### config.mk
export PLATFORM = sky130hd
export DESIGN_NAME = led_pattern_gen
export DESIGN_NICKNAME = d
export VERILOG_FILES = /design/src/rtl/led_pattern_gen_pkg.sv /design/src/rtl/led_channel.sv /design/src/rtl/led_pattern_gen.sv
export SDC_FILE = /design/constraint.sdc
export NUM_CORES = 1
export LEC_CHECK = 0
export ABC_AREA = 1
export ABC_CLOCK_PERIOD_IN_PS = 2500
export BUFFER_PORTS_ARGS = -buffer_cell sky130_fd_sc_hd__buf_2
export CELL_PAD_IN_SITES_DETAIL_PLACEMENT = 1
export CELL_PAD_IN_SITES_GLOBAL_PLACEMENT = 1
export CORE_ASPECT_RATIO = 0.7
export CORE_MARGIN = 5
export CORE_UTILIZATION = 40
export CTS_BUF_LIST = sky130_fd_sc_hd__clkbuf_8 sky130_fd_sc_hd__clkbuf_16
export DETAILED_ROUTE_END_ITERATION = 12
export GPL_TIMING_DRIVEN = 0
export PLACE_DENSITY_LB_ADDON = 0.1
export REMOVE_ABC_BUFFERS = 1
export SKIP_LAST_GASP = 1
export SYNTH_ARGS = -nofsm -noshare
export SYNTH_HDL_FRONTEND = slang
export SYNTH_SLANG_ARGS = --single-unit
export TNS_END_PERCENT = 20
### constraint.sdc
create_clock -name clk -period 2.5 [get_ports clk]
set_input_delay 0.125 -clock clk [delete_from_list [all_inputs] [get_ports clk]]
set_output_delay 0.125 -clock clk [all_outputs]
set_load 0.01 [all_outputs]
### src/rtl/led_pattern_gen_pkg.sv
// Shared definitions for the LED pattern generator: channel modes and
// the parameter-derivation helpers used by the top and the channels.
package led_pattern_gen_pkg;

    typedef enum logic [1:0] {
        MODE_OFF     = 2'b00,
        MODE_ON      = 2'b01,
        MODE_BLINK   = 2'b10,
        MODE_ONESHOT = 2'b11
    } mode_e;

    // Smallest w with 2**w >= value; 0 for value <= 1.
    function automatic int clog2(input longint unsigned value);
        int width;
        width = 0;
        while ((64'd1 << width) < value) begin
            width = width + 1;
        end
        return width;
    endfunction

    // A one-channel build still needs a 1-bit channel index.
    function automatic int ch_width(input int n_ch);
        return (clog2(longint'(n_ch)) < 1) ? 1 : clog2(longint'(n_ch));
    endfunction

    function automatic int calc_tick_div(input int clk_freq_khz, input int tick_freq_hz);
        return (clk_freq_khz * 1000) / tick_freq_hz;
    endfunction

endpackage

### src/rtl/led_channel.sv
// One LED channel: mode, half-period, tick counter and phase, with a
// registered LED bit and a one-cycle done pulse when a ONESHOT expires.
module led_channel
    import led_pattern_gen_pkg::*;
#(
    parameter int HALF_W   = 16,
    parameter int RST_HALF = 500
) (
    input  logic              clk,
    input  logic              rst,
    input  logic              tick,
    input  logic              wr,
    input  logic [1:0]        mode,
    input  logic [HALF_W-1:0] half,
    output logic              led_bit,
    output logic              done_bit
);

    mode_e             mode_q, mode_d;
    logic [HALF_W-1:0] half_q, half_d;
    logic [HALF_W-1:0] cnt_q, cnt_d;
    logic              phase_q, phase_d;
    logic              done_q, done_d;
    logic              at_end;

    // A write always wins over a coinciding tick, so that tick is simply lost here.
    always_comb begin
        mode_d  = mode_q;
        half_d  = half_q;
        cnt_d   = cnt_q;
        phase_d = phase_q;
        done_d  = 1'b0;
        at_end  = (cnt_q == (half_q - HALF_W'(1)));
        if (wr) begin
            mode_d  = mode_e'(mode);
            half_d  = (half == '0) ? HALF_W'(1) : half;
            cnt_d   = '0;
            phase_d = (mode_e'(mode) != MODE_OFF);
        end else if (tick) begin
            case (mode_q)
                MODE_BLINK: begin
                    if (at_end) begin
                        cnt_d   = '0;
                        phase_d = ~phase_q;
                    end else begin
                        cnt_d = cnt_q + HALF_W'(1);
                    end
                end
                MODE_ONESHOT: begin
                    if (at_end) begin
                        cnt_d   = '0;
                        phase_d = 1'b0;
                        mode_d  = MODE_OFF;
                        done_d  = 1'b1;
                    end else begin
                        cnt_d = cnt_q + HALF_W'(1);
                    end
                end
                default: cnt_d = '0;
            endcase
        end
    end

    always_ff @(posedge clk) begin
        if (rst) begin
            mode_q  <= MODE_BLINK;
            half_q  <= HALF_W'(RST_HALF);
            cnt_q   <= '0;
            phase_q <= 1'b1;
            done_q  <= 1'b0;
        end else begin
            mode_q  <= mode_d;
            half_q  <= half_d;
            cnt_q   <= cnt_d;
            phase_q <= phase_d;
            done_q  <= done_d;
        end
    end

    assign led_bit  = phase_q;
    assign done_bit = done_q;

endmodule

### src/rtl/led_pattern_gen.sv
// Multi-channel LED pattern generator: shared tick prescaler, write decode
// and per-channel engines. Define LED_ACTIVE_LOW_EN for active-low LED pins.
module led_pattern_gen
    import led_pattern_gen_pkg::*;
#(
    parameter int CLK_FREQ_KHz = 50000,
    parameter int TICK_FREQ_Hz = 1000,
    parameter int N_CH         = 4,
    parameter int HALF_W       = 16,
    parameter int RST_HALF     = 500
) (
    input  logic                      clk,
    input  logic                      rst,
    input  logic                      cfg_we,
    input  logic [ch_width(N_CH)-1:0] cfg_ch,
    input  logic [1:0]                cfg_mode,
    input  logic [HALF_W-1:0]         cfg_half,
    output logic [N_CH-1:0]           led,
    output logic [N_CH-1:0]           done
);

    localparam int TICK_DIV = calc_tick_div(CLK_FREQ_KHz, TICK_FREQ_Hz);
    localparam int PRESC_W  = clog2(longint'(TICK_DIV));
    localparam int CH_W     = ch_width(N_CH);
    localparam logic [PRESC_W-1:0] PRESC_LAST = PRESC_W'(TICK_DIV - 1);

    logic [PRESC_W-1:0] presc_q, presc_d;
    logic               tick;
    logic [N_CH-1:0]    wr;
    logic [N_CH-1:0]    phase;

    always_comb begin
        tick    = (presc_q == PRESC_LAST);
        presc_d = tick ? '0 : presc_q + PRESC_W'(1);
    end

    always_ff @(posedge clk) begin
        if (rst) begin
            presc_q <= '0;
        end else begin
            presc_q <= presc_d;
        end
    end

    // Indices at or beyond N_CH match no channel, so such writes vanish.
    always_comb begin
        wr = '0;
        for (int i = 0; i < N_CH; i++) begin
            if (cfg_we && (cfg_ch == CH_W'(i))) begin
                wr[i] = 1'b1;
            end
        end
    end

    for (genvar g = 0; g < N_CH; g++) begin : g_ch
        led_channel #(
            .HALF_W   (HALF_W),
            .RST_HALF (RST_HALF)
        ) u_ch (
            .clk      (clk),
            .rst      (rst),
            .tick     (tick),
            .wr       (wr[g]),
            .mode     (cfg_mode),
            .half     (cfg_half),
            .led_bit  (phase[g]),
            .done_bit (done[g])
        );
    end

`ifdef LED_ACTIVE_LOW_EN
    assign led = ~phase;
`else
    assign led = phase;
`endif

endmodule

Word level (Yosys, flattened, before mapping)
Index checks and enable logic that the tools add are counted.
{"block": "classes", "addsub": 9, "n_eq_ne": 24, "n_mux": 53, "bitwise": 9, "n_reduce_logical": 44}
{"op": "2-to-1 mux 16 bit", "n": 9}
{"op": "adder 16 x 1 -> 16 bit (second input constant)", "n": 5}
{"op": "== test 16 bit", "n": 4}
{"op": "subtractor 16 x 1 -> 16 bit (second input constant)", "n": 4}
{"op": "2-to-1 mux 2 bit", "n": 16}
{"op": "nonzero test 2 bit", "n": 13}
{"op": "2-to-1 mux 1 bit", "n": 24}
{"op": "!= test 3 x 1 -> 1 bit (second input constant)", "n": 8}
{"op": "== test 2 bit (second input constant)", "n": 10}
{"op": "OR reduction 2 bit", "n": 9}
{"op": "== test 16 bit (second input constant)", "n": 1}
{"op": "logical NOT 16 bit", "n": 1}
{"op": "AND reduction 4 bit", "n": 4}
{"op": "OR reduction 4 bit", "n": 4}
{"op": "AND reduction 3 bit", "n": 4}
{"op": "nonzero test 3 bit", "n": 4}
{"op": "inverter 1 bit", "n": 9}
{"op": "case mux 1 bit (2 select lines)", "n": 4}
{"op": "logical AND 1 bit", "n": 4}
{"op": "== test 2 x 1 -> 1 bit (second input constant)", "n": 1}
{"op": "logical NOT 2 bit", "n": 1}
{"block": "totals", "reg_bits": 160, "in_bits": 23, "out_inout_bits": 8, "elab_cells": 160}

Depth between registers and ports, before layout
Gate-level depths: netlist (run 1).
{"block": "logic_depth", "word_depth": 6, "mapped_depth": 17, "mapped_depth_nobuf": 16}

By module
Synthesis (run 1) repeated with hierarchy kept, for this count alone.
{"block": "unflattened", "cells_unflattened": 1728, "hier_area_um2": 11349.6}
{"module": "led_channel at g_ch[1].u_ch ...", "n_inst": 2, "cells_per_inst": 398, "area_each_um2": 2582.5, "seq_area_each_um2": 720.7}
{"module": "led_channel at g_ch[3].u_ch", "n_inst": 1, "cells_per_inst": 397, "area_each_um2": 2657.5, "seq_area_each_um2": 720.7}
{"module": "led_channel at g_ch[0].u_ch", "n_inst": 1, "cells_per_inst": 402, "area_each_um2": 2631.3, "seq_area_each_um2": 720.7}
{"module": "led_pattern_gen", "n_inst": 1, "cells_per_inst": 133, "area_each_um2": 895.9, "seq_area_each_um2": 320.3}

Worst setup path before layout (run 1)
No wires, ideal clock.
{"block": "synth_path", "path_type": "register to register", "from": "reg g_ch[3].u_ch.half_q[0]", "to": "reg g_ch[3].u_ch.cnt_q[10]", "setup_ns": 0.132, "arrival_time_ns": 1.751, "required_time_ns": 2.368, "path_slack_ns": 0.617, "path_stages_with_launch": 14, "n_path_buf": 1, "synth_period_minus_slack_ns": 1.883, "path_cell_list": "dfxtp_1 inv_1 ha_1 nand2_1 nor2_1 xor2_1 nand3_1 nor2_1 nand2_1 nor2_2 nand2_4 buf_6 nand3b_1 a21oi_1"}
{"block": "synth_between", "elab_chain_len": 4}
{"element": "start, declared", "line": "led_channel.sv:20", "text": "logic [HALF_W-1:0] half_q, half_d;"}
{"element": "start signal, assigned", "line": "led_channel.sv:67", "text": "half_q <= HALF_W'(RST_HALF);"}
{"element": "start signal, assigned", "line": "led_channel.sv:73", "text": "half_q <= half_d;"}
{"element": "subtractor 16 x 1 -> 16 bit", "line": "led_channel.sv:33", "text": "at_end = (cnt_q == (half_q - HALF_W'(1)));"}
{"element": "== test 16 bit", "line": "led_channel.sv:33"}
{"element": "2-to-1 mux 16 bit", "line": "led_channel.sv:42, led_channel.sv:50"}
{"element": "2-to-1 mux 16 bit"}
{"element": "end signal, assigned", "line": "led_channel.sv:74", "text": "cnt_q <= cnt_d;"}
{"element": "end, declared", "line": "led_channel.sv:21", "text": "logic [HALF_W-1:0] cnt_q, cnt_d;"}
Every way passes these cells.
A chain may end at the register's enable or synchronous reset.

Worst setup path in the final report (run 1)
{"block": "layout_path", "from": "reg g_ch[2].u_ch.half_q[0]", "to": "reg g_ch[2].u_ch.mode_q[0]"}
{"block": "layout_between", "elab_chain_len": 4}
{"element": "start, declared", "line": "led_channel.sv:20"}
{"element": "start signal, assigned", "line": "led_channel.sv:67"}
{"element": "start signal, assigned", "line": "led_channel.sv:73"}
{"element": "subtractor 16 x 1 -> 16 bit", "line": "led_channel.sv:33"}
{"element": "== test 16 bit", "line": "led_channel.sv:33"}
{"element": "nonzero test 2 bit (no source line)"}
{"element": "AND reduction 3 bit (no source line)"}
{"element": "end signal, assigned", "line": "led_channel.sv:72", "text": "mode_q <= mode_d;"}
{"element": "end, declared", "line": "led_channel.sv:19", "text": "mode_e mode_q, mode_d;"}
Every way passes these cells.

==> flow_summary.ini, run 1 <==
[status]
status = completed

[critical_path]
cp-start-kind = register
crit_top_cell = nand2_1
r2r_end = g_ch[2].u_ch.mode_q[0]
rrSetupSlack_ns = 0.11
cp.arrival_ns = 2.71
rr_startpoint = g_ch[2].u_ch.half_q[0]
path_delay_family = simple AND/OR/NAND/NOR gates
path_max_fanout = 5
worst-setup-path-type = register to register
path_cells = inv_1 > ha_1 > nand2_2 > nor2_4 > nand2_2 > nor2_2 > nand2_1 > o21ai_1 > nand2_1 > nor3_2 > nand3_1 > nand2_1 > o21ai_1
worst_setup_path_end_kind = register
critPathMaxStageDelay_ns = 0.32
critPathBufInv = 1
cpMaxStageDelayCell = dfxtp_1
required_ns = 2.81
reg2reg_depth = 13

[cts]
tritoncts = done
clkTransAtPathRegs_ns = 0.07
h-tree-depth = 4
clockBufferDepth = 2
cts-root-buf = clkbuf_16
cts.sink_count = 160
cts_inserted_buffers = 17
clkLatencyLatePin_ns = 0.45

[power]
peakVddDrop_mv = 0.494
fin_total_pwr_uw = 6120
p_per_area_nw_per_um2 = 518
leakagePower_uw = 0.00515

[logic_synthesis]
synth_flop_cell = dfxtp_1
yosysTopAreaCellShare_pct = 30.0
syn_area_per_cell_um2 = 6.39
yosysWarnings = 0
ys_ff_latch = 160
syn_area_um2 = 10700
yosysUniqueCellTypes = 43
synth_edf_count = 0
synth_area_leader_cell = dfxtp_1
yosysSeqAreaShare_pct = 30.0
synth.area.top_cells = dfxtp_1, nand2_1, inv_1, xor2_1, nand3_1
synth_cells = 1672
ys_async_sr_fraction_pct = 0

[finish]
final_util_pct = 44.6
diodes = 0
drive_gt1_share_pct = 8.23
stdcell_count = 2053
syn_to_final_growth_pct = 10.7
fin_nets = 1710

[placed_design]
place_ws_ns = -0.275
hpwl_um = 27500
gp_congestion = 0.915
port-buffer-count = 30
place_inst = 2017

[min_path]
hold_path_class = primary input to register
whs_endpoint = g_ch[3].u_ch.half_q[4]
hold_path_depth = 3
hold_start = cfg_half[4]

[sta]
setup_viol = 0
finalHoldViolations = 0
layout_setup_ws_ns = 0.107
relSlewSlack_pct = 23.5
fin_skew_ns = 0.0130
tightest_slew_ns = 1.15
period_minus_slack_ns = 2.39
fin_crit_sh_pct = 95.7
clock.fmax_mhz = 418
rsz0062_at_grt = yes
hold-worst-slack_ns = 0.0651
maxSlewViolCount = 0

[detailed_routing]
first_iter_violations = 593
avgViaCountPerCell = 5.25
via_count = 10800
wl_per_cell_um = 17.9
antenna_left = 0
drc = 0
wl_um = 36700
dr.pass1.iters = 7

[die]
num_rows = 50
die_y_um = 147
initial_core_util_pct = 40.3
core_area_um2 = 26500
design.die.area_um2 = 30200
ios = 31
die_w_um = 205

[grt]
grt_pass1_vias = 10500
grt_pass1_wl_um = 57800
antenna_found_initial = 0
globalRouteOverflowTotal = 0
grt_usage_pct = 24.1
grt_max_degree = 38

[run]
cap_viol_max_count = 0
==> layout make-up <==
cell class	count	area [um^2]
multi-input cells	1219	6390
well taps	364	455
repair buffers	36	223
clock buffers	19	453
inverters	244	916
clock inverters	11	190
fillers	3567	14700
flip-flops and latches	160	3200
==> metrics by stage <==
stage	instance area (um^2)	setup TNS [ns]
floorplan	10400	-14.68
global placement	11000	-163.95
detailed placement	11100	-1.99
CTS	11800	0
global route	11800	-0.742
finish	11800	0
==> tightest hold or removal path: stages <==
cell,delay [ns]
buf_2,0.09
inv_1,0.11
a21oi_1,0.14
==> per-layer routing <==
metal / vias up / routed length, um / global-route usage [%]
li1: 5384 / - / -
met5: - / 0 / 0
met4: 0 / 589 / 5.32
met3: 34 / 1470 / 3.53
met2: 146 / 15700 / 36.8
met1: 5223 / 18900 / 36.0
==> flip-flops by register name (all words and copies together) (netlist names) <==
name                count
g_ch.u_ch.led_bit       4
g_ch.u_ch.cnt_q        64
g_ch.u_ch.half_q       64
g_ch.u_ch.mode_q        8
g_ch.u_ch.done_bit      4
presc_q                16
==> cells in the mapped netlist, types with 3 or more instances <==
master	number
nand2_1	417
inv_1	237
nor2_1	178
dfxtp_1	160
nand3_1	144
xor2_1	84
a21oi_1	82
nand4_1	48
o21ai_0	39
nor3_1	30
o22ai_1	28
clkbuf_1	26
nand3b_1	24
nor2_2	24
xnor2_1	23
a22oi_1	18
nor4_1	15
buf_4	11
nand3_2	10
nor2_4	10
ha_1	9
buf_2	8
nand2_2	8
o21ai_1	5
inv_2	4
clkinv_1	3
nor3_2	3
nor4_2	3
==> worst max-delay path by stage <==
stage | startpoint | to | slack, ns | depth (start not counted)
5_1_grt | g_ch[3].u_ch.half_q[0] | g_ch[3].u_ch.mode_q[1] | -0.07 | 12
3_3_place_gp | presc_q[0] | g_ch[0].u_ch.mode_q[0] | -2.72 | 10
4_1_cts | presc_q[0] | g_ch[1].u_ch.cnt_q[2] | 0.005 | 7
2_1_floorplan | presc_q[0] | g_ch[0].u_ch.led_bit | -0.59 | 10
6_report | g_ch[2].u_ch.half_q[0] | g_ch[2].u_ch.mode_q[0] | 0.11 | 13
3_5_place_dp | presc_q[0] | g_ch[0].u_ch.mode_q[0] | -0.28 | 11
==> power breakdown <==
group	switching (uW)	internal (uW)	total, uW
Combinational	335	140	475
Clock	1180	1810	2990
Sequential	61.6	2600	2660
Total	1580	4550	6120
==> cell usage in the layout (no fill, tap or decap), drive strengths merged, types with 2 or more instances in the layout <==
| cell type | count |
|---|---|
| nand2 | 427 |
| inv | 243 |
| nor2 | 213 |
| dfxtp | 160 |
| nand3 | 155 |
| xor2 | 84 |
| a21oi | 82 |
| nand4 | 48 |
| o21ai | 44 |
| buf | 35 |
| nor3 | 33 |
| o22ai | 28 |
| nand3b | 24 |
| xnor2 | 23 |
| clkbuf | 19 |
| a22oi | 18 |
| nor4 | 18 |
| ha | 9 |
| bufinv | 5 |
| clkinv | 5 |
| xnor3 | 2 |
| o21bai | 2 |
| a211oi | 2 |
| clkinvlp | 2 |
==> cell families after synthesis <==
| kind of cell | after synthesis | share of synthesized area, % |
|---|---|---|
| DFF | 160 | 30.0 |
| and+or+nand+nor | 921 | 39.5 |
| xor gates and xnor gates | 109 | 9.19 |
| buffers and inverters | 294 | 11.0 |
| AOI/OAI and AO/OA | 179 | 9.29 |
| adders and majority gates | 9 | 1.05 |
==> timing repair <==
| action | CTS | global route |
|---|---|---|
| resized for setup | 7 | 5 |
| hold buffers | 1 | 0 |
| setup endpoints to repair | 26 | 47 |
| buffers inserted | 2 | 2 |
| hold endpoints to repair | 1 | 0 |
| gates cloned | 1 | 0 |
| pin swaps | 0 | 1 |
(Power assumes the default switching activity.)
==> inputs of run 2 (changes only) <==
SYNTH_HIERARCHICAL = 1   (was unset)
==> run 2 against run 1 <==
Against the previous run: routed wire length down 1.3%; non-clock buffer count grew 2; flip-flop and latch count did not move; largest cell class unchanged; sequential share of layout area down 1.3 points; register-to-register slack about the same; count of clock-buffer cells in the layout is 1 lower; via count is 4.1% higher.
==> flow_summary.ini, run 2 <==
[status]
status = completed

[critical_path]
reg2reg_depth = 10
cp-endpoint = g_ch[2].u_ch/mode_q[1]
rr_startpoint = presc_q[0]
r2r_end = g_ch[2].u_ch/mode_q[1]
worst-setup-path-type = register to register
required_ns = 2.82
crit_start = presc_q[0]
cp-start-kind = register
rrSetupSlack_ns = 0.10
worst_setup_path_end_kind = register
path_max_fanout = 17
cp.arrival_ns = 2.71

[finish]
multi_input_area_um2 = 7290
final_common_cell = nand2_1
layout_common_cells = nand2_1, nand3_1, inv_1, dfxtp_1, nor2_1
fill_cells = 3660
top_regs = g_ch.u_ch/cnt_q (64), g_ch.u_ch/half_q (64), presc_q (16)
regArea_um2 = 3200
syn_to_final_growth_pct = 9.38
stdcell_count = 2125
fin_nets = 1772
drive_gt1_share_pct = 13.5
final_util_pct = 44.5

[logic_synthesis]
synth_area_leader_cell = dfxtp_1
yosysWarnings = 6
syn_area_um2 = 11300
syn_area_per_cell_um2 = 6.57
ys_ff_latch = 160
synth_edf_count = 0
synth_flop_cell = dfxtp_1
ys_async_sr_fraction_pct = 0
yosysSeqAreaShare_pct = 28.2
yosysUniqueCellTypes = 40
synth_cells = 1728
synth.area.top_cells = dfxtp_1, nand2_1, nand3_1, inv_1, xor2_1
ys_top_cells_by_count = nand2_1, nand3_1, dfxtp_1
yosysMostFrequentCell = nand2_1
yosysTopAreaCellShare_pct = 28.2

[detailed_routing]
avgViaCountPerCell = 5.28
antenna_left = 0
first_iter_violations = 745
via_count = 11200
wl_per_cell_um = 17.0
wl_um = 36200
dr.pass1.iters = 5
drc = 0

[cts]
hold_buffers = 0
tritoncts = done
cts.sink_count = 160
clockBufferDepth = 2
clkTransAtPathRegs_ns = 0.07
h-tree-depth = 4
clkLatencyLatePin_ns = 0.45
cts-root-buf = clkbuf_16
cts_inserted_buffers = 17

[sta]
tightest_slew_ns = 0.970
fin_crit_sh_pct = 96.0
setup_viol = 0
rsz0062_at_grt = yes
clock.fmax_mhz = 417
finalHoldViolations = 0
period_minus_slack_ns = 2.40
relSlewSlack_pct = 35.3
fin_skew_ns = 0.00848
maxSlewViolCount = 0

[placed_design]
hpwl_um = 27800
gp_congestion = 0.859
place_inst = 2089
port-buffer-count = 30

[grt]
grt_max_degree = 22
grt_pass1_vias = 11300
globalRouteOverflowTotal = 0
grt_usage_pct = 23.2
grt_pass1_wl_um = 59300
antenna_found_initial = 1

[die]
core_area_um2 = 27900
die_w_um = 211
ios = 31
design.die.area_um2 = 31900
die_y_um = 151
num_rows = 51
initial_core_util_pct = 40.7

[min_path]
hold_path_class = primary input to register

[run]
cap_viol_max_count = 0

[power]
peakVddDrop_mv = 0.418
p_per_area_nw_per_um2 = 457
fin_total_pwr_uw = 5670
leakagePower_uw = 0.00528
[run 2: cell types whose count changed after synthesis, moves of 22 or more]
cell | before | now
inv_1 | 237 | 155
a21oi_1 | 82 | 59
o22ai_1 | 28 | 4
nand3_1 | 144 | 181
nand2_1 | 417 | 522
nor2_1 | 178 | 149
a21oi_2 | 0 | 22
[run 2: area by class of cell]
class                   count  share of cell area, %
well taps                 371                   3.74
repair buffers             38                   1.95
flip-flops and latches    160                   25.8
diodes                      1                 0.0202
clock buffers              18                   3.54
inverters                 176                   5.58
clock inverters            14                  0.655
multi-input cells        1347                   58.7
[run 2: routing by layer]
metal / part of all wire, % / track usage (%) / up-vias
li1: - / - / 5625
met1: 51 / 32.9 / 5421
met2: 44 / 36.8 / 152
met3: 3.7 / 4.08 / 27
met4: 1.1 / 5.34 / 0
met5: 0 / 0 / -
[run 2: how the worst min path moves through the flow]
stage                             endpoint  depth (start not counted)         from
floorplan           g_ch[0].u_ch/mode_q[0]                          1          rst
global placement                presc_q[0]                          1   presc_q[0]
global route        g_ch[1].u_ch/mode_q[0]                          3  cfg_mode[0]
detailed placement              presc_q[0]                          1   presc_q[0]
finish              g_ch[1].u_ch/mode_q[0]                          3  cfg_mode[0]
CTS                 g_ch[1].u_ch/mode_q[0]                          3  cfg_mode[0]
[run 2: timing repair]
| item | 4_1_cts | 5_1_grt |
|---|---|---|
| setup buffers | 1 | 2 |
| endpoints found under the setup margin | 80 | 36 |
| pin swaps | 1 | 1 |
| gates resized for setup | 13 | 7 |
[run 2: per-stage QoR]
step                      setup TNS, ns  hold slack [ns]  area [um^2]  worst slack, ns
after global placement          -228.60            0.443        11700            -2.76
after floorplan                   -4.50            0.194        11100           -0.254
after detailed placement         -29.97            0.450        11800           -0.725
after CTS                        -0.102          0.00453        12400           -0.102
final                                 0           0.0346        12400            0.100
after global routing             -0.189           0.0245        12400          -0.0461
[run 2: logic make-up after synthesis]
group / count (synthesis) / share of synthesized area (%)
buffers and inverters: 221 / 7.97
and+or+nand+nor: 1104 / 48.3
DFF: 160 / 28.2
adders and majority gates: 9 / 0.992
AOI/OAI and AO/OA: 146 / 7.69
xor gates and xnor gates: 88 / 6.79
[run 2: critical path, stage by stage, from the launching register on]
cell	delay, ns
dfxtp_1	0.37
ha_1	0.23
nand3_1	0.18
or2_1	0.31
nor4_4	0.22
buf_6	0.20
clkinv_4	0.15
nor2_1	0.15
nand3_1	0.24
nand3_1	0.14
nand3_1	0.07
[run 2: power breakdown]
| part | switching [uW] | internal (uW) | total (uW) |
|---|---|---|---|
| Combinational | 412 | 171 | 583 |
| Sequential | 73.5 | 2600 | 2680 |
| Clock | 1140 | 1270 | 2410 |
| Total | 1630 | 4040 | 5670 |
